$ cat src/rtl/q_pipe_sequencer_if.sv
`timescale 1ns/1ps
// ----------------------------------------------------------------------------
// q_pipe_sequencer_if
// Bundles the signals between the clocked sequencer and a chain of self-timed
// q_stage cells.
//   q_start  sequencer -> chain   start of every stage
//   q_rst    sequencer -> chain   rst of every stage
//   q_pi     sequencer -> chain   head request (pi of first stage)
//   q_po     chain -> sequencer   head acknowledge (po of first stage), async
//   q_so     chain -> sequencer   tail request (so of last stage), async
//   q_si     sequencer -> chain   tail acknowledge (si of last stage)
//   q_f      chain -> sequencer   per-stage fault flags, async
// Modports: master = sequencer side, slave = chain side.
// ----------------------------------------------------------------------------
interface q_pipe_sequencer_if #(
    parameter int NSTAGES = 2
);
    logic               q_start;
    logic               q_rst;
    logic               q_pi;
    logic               q_po;
    logic               q_so;
    logic               q_si;
    logic [NSTAGES-1:0] q_f;

    modport master (
        output q_start, q_rst, q_pi, q_si,
        input  q_po, q_so, q_f
    );

    modport slave (
        input  q_start, q_rst, q_pi, q_si,
        output q_po, q_so, q_f
    );
endinterface

$ cat src/rtl/q_pipe_sequencer.sv
`timescale 1ns/1ps
// ----------------------------------------------------------------------------
// q_pipe_sequencer
// Clocked sequencer for a linear chain of self-timed q_stage cells. Runs the
// start/rst bring-up sequence, injects n_tokens tokens at the chain head with a
// 4-phase handshake, drains them at the tail, and flags stalls or stage faults.
// Ports:
//   clk, rst_n      clock; synchronous active-low reset
//   go              1-clk pulse: latch n_tokens and start (IDLE/DONE/ERR only)
//   abort           return to IDLE next clock from any state
//   n_tokens        number of tokens to inject
//   bus (master)    q_start/q_rst/q_pi/q_si out, q_po/q_so/q_f in
//   busy            high in RSTA/RSTB/RUN/DRAIN
//   done            1-clk pulse on successful completion
//   err             high while parked in ERR (stall watchdog or stage fault)
//   tok_in/tok_out  tokens accepted at the head / drained at the tail
// ----------------------------------------------------------------------------
module q_pipe_sequencer #(
    parameter int NSTAGES     = 2,
    parameter int CNT_W       = 8,
    parameter int RST_CYCLES  = 4,
    parameter int HOLD_CYCLES = 4,
    parameter int TIMEOUT     = 255
) (
    input  logic                 clk,
    input  logic                 rst_n,
    input  logic                 go,
    input  logic                 abort,
    input  logic [CNT_W-1:0]     n_tokens,
    q_pipe_sequencer_if.master   bus,
    output logic                 busy,
    output logic                 done,
    output logic                 err,
    output logic [CNT_W-1:0]     tok_in,
    output logic [CNT_W-1:0]     tok_out
);
    localparam int PH_W = $clog2(((RST_CYCLES > HOLD_CYCLES) ? RST_CYCLES : HOLD_CYCLES) + 1);
    localparam int WD_W = $clog2(TIMEOUT + 1);

    localparam logic [CNT_W-1:0] MAX_INFLIGHT = CNT_W'(NSTAGES);
    localparam logic [PH_W-1:0]  PH_A_LAST    = PH_W'(RST_CYCLES - 1);
    localparam logic [PH_W-1:0]  PH_B_LAST    = PH_W'(HOLD_CYCLES - 1);
    localparam logic [WD_W-1:0]  WD_LAST      = WD_W'(TIMEOUT - 1);

    typedef enum logic [2:0] {
        S_IDLE, S_RSTA, S_RSTB, S_RUN, S_DRAIN, S_DONE, S_ERR
    } state_e;

    typedef enum logic [1:0] {
        H_IDLE, H_UP, H_DN
    } head_e;

    state_e             state_q, state_d;
    head_e              head_q, head_d, head_n;
    logic [PH_W-1:0]    ph_q, ph_d;
    logic [WD_W-1:0]    wd_q, wd_d;
    logic [CNT_W-1:0]   n_q, n_d;
    logic [CNT_W-1:0]   tok_in_q, tok_in_d, tin_n;
    logic [CNT_W-1:0]   tok_out_q, tok_out_d, tout_n;
    logic               q_pi_q, q_pi_d, pi_n;
    logic               q_si_q, q_si_d, si_n;
    logic               q_start_q, q_rst_q, busy_q, done_q, err_q;

    // Two-flop synchronizers; *_prev_q holds the previous synced value so the
    // watchdog can see input edges.
    logic               po_meta_q, po_s_q, po_prev_q;
    logic               so_meta_q, so_s_q, so_prev_q;
    logic [NSTAGES-1:0] f_meta_q, f_s_q;

    logic active;
    logic wd_clr;
    logic wd_expire;

    assign active = (state_q == S_RUN) || (state_q == S_DRAIN);

    // Head and tail handshake next values, valid only while active. Kept apart
    // from the main FSM so the watchdog can look at them without a loop.
    always_comb begin
        // NOTE: every variable gets a default first, so no path can infer a latch.
        head_n = head_q;
        pi_n   = q_pi_q;
        si_n   = q_si_q;
        tin_n  = tok_in_q;
        tout_n = tok_out_q;
        if (state_q == S_RUN) begin
            case (head_q)
                H_IDLE: begin
                    if (((tok_in_q - tok_out_q) < MAX_INFLIGHT) && (tok_in_q < n_q)) begin
                        pi_n   = 1'b1;
                        head_n = H_UP;
                    end
                end
                H_UP: begin
                    if (po_s_q) begin
                        pi_n   = 1'b0;
                        head_n = H_DN;
                    end
                end
                H_DN: begin
                    if (!po_s_q) begin
                        tin_n  = tok_in_q + 1'b1;
                        head_n = H_IDLE;
                    end
                end
                default: head_n = H_IDLE;
            endcase
        end
        if (active) begin
            if (so_s_q && !q_si_q) begin
                si_n = 1'b1;
            end else if (!so_s_q && q_si_q) begin
                si_n   = 1'b0;
                tout_n = tok_out_q + 1'b1;
            end
        end
    end

    // Any handshake edge, in either direction, proves the chain is alive.
    assign wd_clr    = (pi_n != q_pi_q) || (si_n != q_si_q) ||
                       (po_s_q != po_prev_q) || (so_s_q != so_prev_q);
    assign wd_d      = (active && !wd_clr) ? wd_q + 1'b1 : '0;
    assign wd_expire = active && !wd_clr && (wd_q == WD_LAST);

    always_comb begin
        state_d   = state_q;
        head_d    = head_q;
        ph_d      = ph_q;
        n_d       = n_q;
        tok_in_d  = tok_in_q;
        tok_out_d = tok_out_q;
        q_pi_d    = q_pi_q;
        q_si_d    = q_si_q;
        if (abort) begin
            state_d = S_IDLE;
            head_d  = H_IDLE;
            ph_d    = '0;
            q_pi_d  = 1'b0;
            q_si_d  = 1'b0;
        end else if ((active && (|f_s_q)) || wd_expire) begin
            // Counters are left frozen so software can read where it stopped.
            state_d = S_ERR;
            head_d  = H_IDLE;
            q_pi_d  = 1'b0;
            q_si_d  = 1'b0;
        end else begin
            case (state_q)
                S_IDLE, S_DONE, S_ERR: begin
                    if (go) begin
                        state_d   = S_RSTA;
                        head_d    = H_IDLE;
                        ph_d      = '0;
                        n_d       = n_tokens;
                        tok_in_d  = '0;
                        tok_out_d = '0;
                    end
                end
                S_RSTA: begin
                    if (ph_q == PH_A_LAST) begin
                        ph_d    = '0;
                        state_d = S_RSTB;
                    end else begin
                        ph_d = ph_q + 1'b1;
                    end
                end
                S_RSTB: begin
                    if (ph_q == PH_B_LAST) begin
                        ph_d    = '0;
                        head_d  = H_IDLE;
                        state_d = (n_q == '0) ? S_DONE : S_RUN;
                    end else begin
                        ph_d = ph_q + 1'b1;
                    end
                end
                S_RUN: begin
                    head_d    = head_n;
                    q_pi_d    = pi_n;
                    q_si_d    = si_n;
                    tok_in_d  = tin_n;
                    tok_out_d = tout_n;
                    if ((head_q == H_IDLE) && (tok_in_q == n_q)) begin
                        state_d = S_DRAIN;
                    end
                end
                S_DRAIN: begin
                    q_si_d    = si_n;
                    tok_out_d = tout_n;
                    if (tok_out_q == n_q) begin
                        state_d = S_DONE;
                    end
                end
                default: state_d = S_IDLE;
            endcase
        end
    end

    // NOTE: synchronous reset inside the clocked block; sequential state uses
    // non-blocking assignments so every flop samples pre-edge values.
    always_ff @(posedge clk) begin
        if (!rst_n) begin
            state_q   <= S_IDLE;
            head_q    <= H_IDLE;
            ph_q      <= '0;
            wd_q      <= '0;
            n_q       <= '0;
            tok_in_q  <= '0;
            tok_out_q <= '0;
            q_pi_q    <= 1'b0;
            q_si_q    <= 1'b0;
            q_start_q <= 1'b0;
            q_rst_q   <= 1'b1;
            busy_q    <= 1'b0;
            done_q    <= 1'b0;
            err_q     <= 1'b0;
            po_meta_q <= 1'b0;
            po_s_q    <= 1'b0;
            po_prev_q <= 1'b0;
            so_meta_q <= 1'b0;
            so_s_q    <= 1'b0;
            so_prev_q <= 1'b0;
            f_meta_q  <= '0;
            f_s_q     <= '0;
        end else begin
            state_q   <= state_d;
            head_q    <= head_d;
            ph_q      <= ph_d;
            wd_q      <= wd_d;
            n_q       <= n_d;
            tok_in_q  <= tok_in_d;
            tok_out_q <= tok_out_d;
            q_pi_q    <= q_pi_d;
            q_si_q    <= q_si_d;
            // Stage controls and status are registered from the next state so
            // the chain never sees combinational glitches.
            q_start_q <= (state_d == S_RSTA);
            q_rst_q   <= !((state_d == S_RUN) || (state_d == S_DRAIN));
            busy_q    <= (state_d == S_RSTA) || (state_d == S_RSTB) ||
                         (state_d == S_RUN)  || (state_d == S_DRAIN);
            done_q    <= (state_d == S_DONE) && (state_q != S_DONE);
            err_q     <= (state_d == S_ERR);
            po_meta_q <= bus.q_po;
            po_s_q    <= po_meta_q;
            po_prev_q <= po_s_q;
            so_meta_q <= bus.q_so;
            so_s_q    <= so_meta_q;
            so_prev_q <= so_s_q;
            f_meta_q  <= bus.q_f;
            f_s_q     <= f_meta_q;
        end
    end

    assign bus.q_start = q_start_q;
    assign bus.q_rst   = q_rst_q;
    assign bus.q_pi    = q_pi_q;
    assign bus.q_si    = q_si_q;
    assign busy        = busy_q;
    assign done        = done_q;
    assign err         = err_q;
    assign tok_in      = tok_in_q;
    assign tok_out     = tok_out_q;
endmodule

$ cat src/flat_wrapper.sv
// flat-port wrapper written by rule: the top's interface ports become plain ports
module q_pipe_sequencer_flat 
#(
    parameter int NSTAGES     = 2,
    parameter int CNT_W       = 8,
    parameter int RST_CYCLES  = 4,
    parameter int HOLD_CYCLES = 4,
    parameter int TIMEOUT     = 255
)
  (clk, rst_n, go, abort, n_tokens, busy, done, err, tok_in, tok_out, bus_q_start, bus_q_rst, bus_q_pi, bus_q_si, bus_q_po, bus_q_so, bus_q_f);
  q_pipe_sequencer_if #(.NSTAGES(NSTAGES)) bus_i ();
  input  logic clk;
  input  logic rst_n;
  input  logic go;
  input  logic abort;
  input  logic [CNT_W-1:0] n_tokens;
  output logic busy;
  output logic done;
  output logic err;
  output logic [CNT_W-1:0] tok_in;
  output logic [CNT_W-1:0] tok_out;
  output wire logic [$bits(bus_i.q_start)-1:0] bus_q_start;
  output wire logic [$bits(bus_i.q_rst)-1:0] bus_q_rst;
  output wire logic [$bits(bus_i.q_pi)-1:0] bus_q_pi;
  output wire logic [$bits(bus_i.q_si)-1:0] bus_q_si;
  input wire logic [$bits(bus_i.q_po)-1:0] bus_q_po;
  input wire logic [$bits(bus_i.q_so)-1:0] bus_q_so;
  input wire logic [$bits(bus_i.q_f)-1:0] bus_q_f;
  assign bus_q_start = bus_i.q_start;
  assign bus_q_rst = bus_i.q_rst;
  assign bus_q_pi = bus_i.q_pi;
  assign bus_q_si = bus_i.q_si;
  assign bus_i.q_po = bus_q_po;
  assign bus_i.q_so = bus_q_so;
  assign bus_i.q_f = bus_q_f;
  q_pipe_sequencer #(.NSTAGES(NSTAGES), .CNT_W(CNT_W), .RST_CYCLES(RST_CYCLES), .HOLD_CYCLES(HOLD_CYCLES), .TIMEOUT(TIMEOUT)) u_core (.clk(clk), .rst_n(rst_n), .go(go), .abort(abort), .n_tokens(n_tokens), .bus(bus_i), .busy(busy), .done(done), .err(err), .tok_in(tok_in), .tok_out(tok_out));
endmodule
$ cat config.mk
export PLATFORM = sky130hd
export DESIGN_NAME = q_pipe_sequencer_flat
export DESIGN_NICKNAME = d
export VERILOG_FILES = /design/src/rtl/q_pipe_sequencer_if.sv /design/src/rtl/q_pipe_sequencer.sv /design/src/flat_wrapper.sv
export SDC_FILE = /design/constraint.sdc
export NUM_CORES = 1
export LEC_CHECK = 0
export ABC_AREA = 0
export CAP_MARGIN = 20
export CORE_UTILIZATION = 40
export CTS_CLUSTER_DIAMETER = 50
export CTS_CLUSTER_SIZE = 40
export DETAILED_ROUTE_END_ITERATION = 7
export GPL_TIMING_DRIVEN = 0
export PLACE_DENSITY_LB_ADDON = 0.1
export SKIP_LAST_GASP = 1
export SYNTH_ARGS = -nofsm -noshare
export SYNTH_HDL_FRONTEND = slang
export SYNTH_SLANG_ARGS = --single-unit
$ cat constraint.sdc
create_clock -name clk -period 2.95 [get_ports clk]
set_input_delay 0.59 -clock clk [delete_from_list [all_inputs] [get_ports clk]]
set_output_delay 0.59 -clock clk [all_outputs]
set_load 0.05 [all_outputs]
---- After elaboration in Yosys (flattened, before gate mapping) ----
Cells that the tools add are included.
word-level totals
  register bits ........................... 57
  memory bits (read-only) ................. 0
  RAM bits ................................ 0
  bits in latches ......................... 0
  memories kept ........................... 0
cells by class
  equality and inequality tests ........... 33
  muxes and demuxes ....................... 34
  reduce and logical (&&, ||, !) cells .... 40
  multiply operators ...................... 0
  order comparisons ....................... 2
  shift-type cells ........................ 0
  divide/modulo/power cells ............... 0
  $add $sub $neg .......................... 5
  bitwise logic cells ..................... 3
operator list
  kind                   number
  $mux W8                6
  $pmux W8 S2            2
  $mux W3                10
  $add A8 B1 Y8 const B  3
  $eq A3 B3 Y1 const B   6
  $eq A8 B8 Y1           2
  $eq A3 B2 Y1 const B   5
  $pmux W3 S5            1
  $pmux W2 S3            2
  $reduce_and A6 Y1      2
  $mux W2                5
  $logic_or A1 B1 Y1     9
  $ne A3 B3 Y1 const B   3
  $eq A8 B8 Y1 const B   1
  $logic_and A1 B1 Y1    8
  $logic_not A8 Y1       1
  $lt A8 B2 Y1 const B   1
  $lt A8 B8 Y1           1
  $ne A2 B2 Y1 const B   4
  $reduce_or A2 Y1       4
  $sub A8 B8 Y8          1
  $reduce_and A7 Y1      1
  $eq A3 B1 Y1 const B   2
  $mux W1                6
  other kinds (18)       31

---- Logic depth before layout (Yosys ltp) ----
  word-level depth ........................ 20
  mapped depth ............................ 11
  mapped depth without buffers ............ 10

---- Worst setup path after synthesis ----
Ideal clock, no wire load.
  path kind ............................... flip-flop to flip-flop
  start ................................... register u_core.tok_out_q[1], in the netlist u_core.tok_out[1]
  end ..................................... register u_core.tok_in_q[5], in the netlist u_core.tok_in[5]
  required time ........................... 2830 ps
  setup time .............................. 120 ps
  cell stages (with the launch flop) ...... 11
  arrival time ............................ 3252 ps
  slack ................................... -422 ps
  path through ............................ dfxtp_1 > inv_1 > fa_1 > nor3_2 > o311ai_1 > or4_1 > nor4_2 > nand4bb_1 > a21oi_2 > nand4_1 > mux2i_1
between the ends
  word-level cells in the longest chain between the ends .. 16
RTL lines
  what                                RTL line                 source
  start, declared                     q_pipe_sequencer.sv:59   logic [CNT_W-1:0] tok_out_q, tok_out_d, tout_n;
  start signal, assigned              q_pipe_sequencer.sv:229  tok_out_q <= tok_out_d;
  $sub A8 B8 Y8                       q_pipe_sequencer.sv:88   if (((tok_in_q - tok_out_q) < MAX_INFLIGHT) && (tok_in_q < n_q)) begin
  $lt A8 B2 Y1                        q_pipe_sequencer.sv:88
  $logic_and A1 B1 Y1                 q_pipe_sequencer.sv:88
  $mux W1                             q_pipe_sequencer.sv:88
  $pmux W1 S2                         q_pipe_sequencer.sv:86   case (head_q)
  $mux W1                             q_pipe_sequencer.sv:85   if (state_q == S_RUN) begin
  $ne A1 B1 Y1                        q_pipe_sequencer.sv:119  assign wd_clr = (pi_n != q_pi_q) || (si_n != q_si_q) ||
  $logic_or A1 B1 Y1 (2 in a row)     q_pipe_sequencer.sv:119
  $logic_or A1 B1 Y1                  q_pipe_sequencer.sv:120  (po_s_q != po_prev_q) || (so_s_q != so_prev_q);
  $logic_not A1 Y1                    q_pipe_sequencer.sv:122  assign wd_expire = active && !wd_clr && (wd_q == WD_LAST);
  $logic_and A1 B1 Y1 (2 in a row)    q_pipe_sequencer.sv:122
  $logic_or A1 B1 Y1                  q_pipe_sequencer.sv:139  end else if ((active && (|f_s_q)) || wd_expire) begin
  $not A1 Y1 (no source line)         --
  $reduce_and A6 Y1 (no source line)  --
  end signal, assigned                q_pipe_sequencer.sv:228  tok_in_q <= tok_in_d;
  end, declared                       q_pipe_sequencer.sv:58   logic [CNT_W-1:0] tok_in_q, tok_in_d, tin_n;
Every way passes these cells.
A chain may end at the register's enable or synchronous reset.

---- Final worst setup path ----
  start ................................... register u_core.tok_out_q[2], in the netlist u_core.tok_out[2]
  end ..................................... register u_core.q_start_q, in the netlist u_core.bus.q_start
between the ends
  word-level cells in the longest chain between the ends .. 17
  elaborated cells on any way between the ends .. 20
  those cells by class .................... 1 x add/sub; 1 x order compare; 3 x eq/ne; 7 x mux; 8 x reduce/logical
RTL lines
  what                              RTL line                 source
  $sub A8 B8 Y8                     q_pipe_sequencer.sv:88
  $lt A8 B2 Y1                      q_pipe_sequencer.sv:88
  $logic_and A1 B1 Y1               q_pipe_sequencer.sv:88
  $mux W1                           q_pipe_sequencer.sv:88
  $pmux W1 S2                       q_pipe_sequencer.sv:86
  $mux W1                           q_pipe_sequencer.sv:85
  $ne A1 B1 Y1                      q_pipe_sequencer.sv:119
  $logic_or A1 B1 Y1 (2 in a row)   q_pipe_sequencer.sv:119
  $logic_or A1 B1 Y1                q_pipe_sequencer.sv:120
  $logic_not A1 Y1                  q_pipe_sequencer.sv:122
  $logic_and A1 B1 Y1 (2 in a row)  q_pipe_sequencer.sv:122
  $logic_or A1 B1 Y1                q_pipe_sequencer.sv:139
  $mux W3 (*)                       q_pipe_sequencer.sv:139
  $mux W3 (*)                       q_pipe_sequencer.sv:133  if (abort) begin
  $eq A3 B1 Y1 (*)                  q_pipe_sequencer.sv:234  q_start_q <= (state_d == S_RSTA);
  end signal, assigned              q_pipe_sequencer.sv:234
  end, declared                     q_pipe_sequencer.sv:62   logic q_start_q, q_rst_q, busy_q, done_q, err_q;
Mark *: on every way between the ends. The rest lies on a longest branch, timed or not.

==> flow_summary.toml <==
[status]
outcome = "complete, but fails checks"
failed_checks = "negative setup slack"

[global_routing]
grt_overflow = 0
grt_first_pass_wirelength_mm = 12.7
antenna_found_initial = 0
first_global_vias = 2590
grt_max_degree = 12
grtUsageTotal = 0.196

[yosys]
synthArstFlopShare = 0
ys_types = 51
synthCells = 380
avgSynthCellArea_sq_um = 8.37
synth_edf_count = 0
synthFlopType = "dfxtp_1"
ys_ff_latch = 57
synth_nets = 416
syn-cell-area_sq_mm = 0.00318
yosysWarnings = 0
seq_area_frac_synth = 0.359

[cts]
cts_hold_buf = 0
cts_root_buffer = "clkbuf_8"
cts_tree = "built"
clockBufferDepth = 2
cts_made_buffers = 9
clock_latency_ns = 0.35
clk_pin_slew_worst_paths_ns = 0.07
htreeDepth = 3
cts_sinks = 57

[final_layout]
area_delta_synth_final_pct = 26.1
final_cell_mix = "nor2_1, dfxtp_1, clkdlybuf4s50_1, nand2_1, inv_1"
layoutNonFillerInstCount = 543
fillers = 758
post-route-util = 0.521
antenna_cells = 0
final_common_cell = "nor2_1"
final_layout_size_suffix_gt1_frac = 0.122
nets = 472

[die]
num_rows = 32
die_area_sq_mm = 0.00831
die_h_um = 91.2
top_level_ports = 39
die_x_um = 91.2
coreArea_sq_mm = 0.00769
start_util = 0.414

[setup_path]
path_cells = "inv_1 -> ha_1 -> xnor2_1 -> o311ai_1 -> or4_4 -> nor4_4 -> nand4bb_1 -> buf_4 -> a211o_4 -> or2_4 -> nor3_2"
critical_path_class = "reg -> reg"
cp_max_fo = 5
regToRegSetupSlack_ns = -0.07
critPathCapture = "u_core.bus.q_start"
cp_slowest_cell = "or4_4"
start_kind = "register"
r2r_cells = 11
cp.required_ns = 3.23
rr_endpoint = "u_core.bus.q_start"
startpoint = "u_core.tok_out[2]"
critPathMaxStageDelay_ns = 0.50
r2r_start = "u_core.tok_out[2]"
endpoint_kind = "register"
arrival_ns = 3.29

[timing]
slew_viol_final = 0
hold_violations = 0
setup_tns_ns = -0.141
clock_skew_ns = 0.00926
max_slew_margin = 0.436
finalSetupViolations = 3
timing.final.crit_share = 1.02
period_needed_ns = 3.02
tightest_slew_ns = 0.847
rsz0062_at_grt = "true"
max_freq_ghz = 0.332
final.setup.worst_slack_ns = -0.0664

[power_and_ir_drop]
p_sw_frac = 0.288
pwr-share-comb = 0.123
intPower_mw = 1.18
p_switching_mw = 0.477
seqPwrFrac = 0.482
p_leak_nw = 1.65
powerDensity_mw_per_mm2 = 413
power_frac_clock = 0.394
power_mw = 1.66
vdd_drop_max_v = 0.000260

[hold_path]
holdPathStages = 1
hp-start = "u_core.po_meta_q"
hp-class = "reg -> reg"

[drt]
wl_mm = 7.91
drtIter0Drc = 125
drc = 0
wire_per_inst_um = 14.6
ant_nets = 0
vias = 2844
first_pass_iters = 4
drt-vias-per-instance = 5.24

[placed_design]
portBuffers = 38
gp_congestion = 0.881
dp_hpwl_mm = 5.75
dp.cells = 520

[flow_run]
drv_cap = 0
-- sequential cells by signal (all words and copies together), names as in the netlist, 2 cells and up --
signal	count
u_core.head_q	2
u_core.f_meta_q	2
u_core.tok_in	8
u_core.f_s_q	2
u_core.ph_q	3
u_core.tok_out	8
u_core.state_q	3
u_core.wd_q	8
u_core.n_q	8
-- synth_stat cells (2+ instances only) --
cell,n,area [sq um]
ha_1,19,238
dfxtp_1,57,1140
nand2_1,29,109
clkbuf_1,8,30.0
nor4_1,4,25.0
o2111ai_1,2,17.5
nor2_1,48,180
xnor2_1,16,140
a22oi_1,2,15.0
nand2b_1,12,75.1
a211o_1,3,26.3
nor3_1,3,15.0
nor3_2,2,20.0
nand3_1,14,70.1
o21bai_1,3,22.5
nor2b_1,4,25.0
xor2_1,11,96.3
or3_1,2,12.5
nand4_1,14,87.6
nor3b_1,4,30.0
inv_1,29,109
mux2i_1,16,160
o21a_1,4,30.0
a21oi_1,19,95.1
and2_1,11,68.8
nand3b_1,3,22.5
a211oi_1,2,15.0
and3_1,6,37.5
o21ai_0,11,55.1
-- layer usage --
| layer | global-route usage | routed length, um |
|---|---|---|
| met2 | 0.297 | 3390 |
| met3 | 0.0436 | 320 |
| met4 | 0.0767 | 193 |
| met5 | 0 | 0 |
| met1 | 0.268 | 4010 |
-- critical path: cells and delay by family (launching register included) --
| family | cells | cell delay [ns] |
|---|---|---|
| AOI/OAI and AO/OA | 2 | 0.46 |
| adders and majority gates | 1 | 0.39 |
| buffers and inverters | 2 | 0.32 |
| and+or+nand+nor | 5 | 1.21 |
| xor gates and xnor gates | 1 | 0.19 |
| DFF | 1 | 0.38 |
-- final cells by class --
class	instances	area [sq um]	share of cell area
Buffer	7	26.3	0.00656
Clock buffer	9	124	0.0309
Clock inverter	7	46.3	0.0116
Inverter	29	111	0.0278
Multi-Input combinational cell	287	1980	0.494
Sequential cell	57	1160	0.290
Tap cell	102	128	0.0318
Timing Repair Buffer	45	433	0.108
-- timing repair --
item / CTS / global route
pin swaps: 4 / 6
setup buffers: 6 / 1
gates resized for setup: 5 / 9
setup endpoints to repair: 28 / 28
cloned: 1 / 0
-- metrics by stage --
step / setup slack [ns] / hold slack (ns) / cell area, sq um
finish: -0.0664 / 0.438 / 4010
global route: -0.228 / 0.459 / 4010
CTS: -0.0638 / 0.442 / 3960
detailed placement: -0.263 / 0.425 / 3720
global placement: -0.250 / 0.419 / 3720
floorplan: 0.0191 / 0.412 / 3210
-- power by group through the flow --
stage,clock network [mW],logic [mW],registers (mW)
floorplan,0,0.114,0.828
CTS,0.663,0.199,0.799
finish,0.653,0.204,0.799
detailed placement,0,0.187,0.820
global route,0.705,0.225,0.800
global placement,0,0.185,0.820
-- worst min path at each step --
stage	endpoint	slack, ns
floorplan	u_core.f_s_q[0]	0.41
global placement	u_core.po_s_q	0.42
detailed placement	u_core.so_s_q	0.43
CTS	u_core.po_s_q	0.44
global route	u_core.po_s_q	0.46
finish	u_core.po_s_q	0.44
-- cells by family after synthesis --
kind of cell / count (synthesis) / share of synthesized area
DFF: 57 / 0.359
AOI/OAI and AO/OA: 61 / 0.129
muxes: 17 / 0.0539
buffers and inverters: 37 / 0.0437
and+or+nand+nor: 161 / 0.259
adders and majority gates: 20 / 0.0811
xor gates and xnor gates: 27 / 0.0744
(Power assumes the default switching activity.)
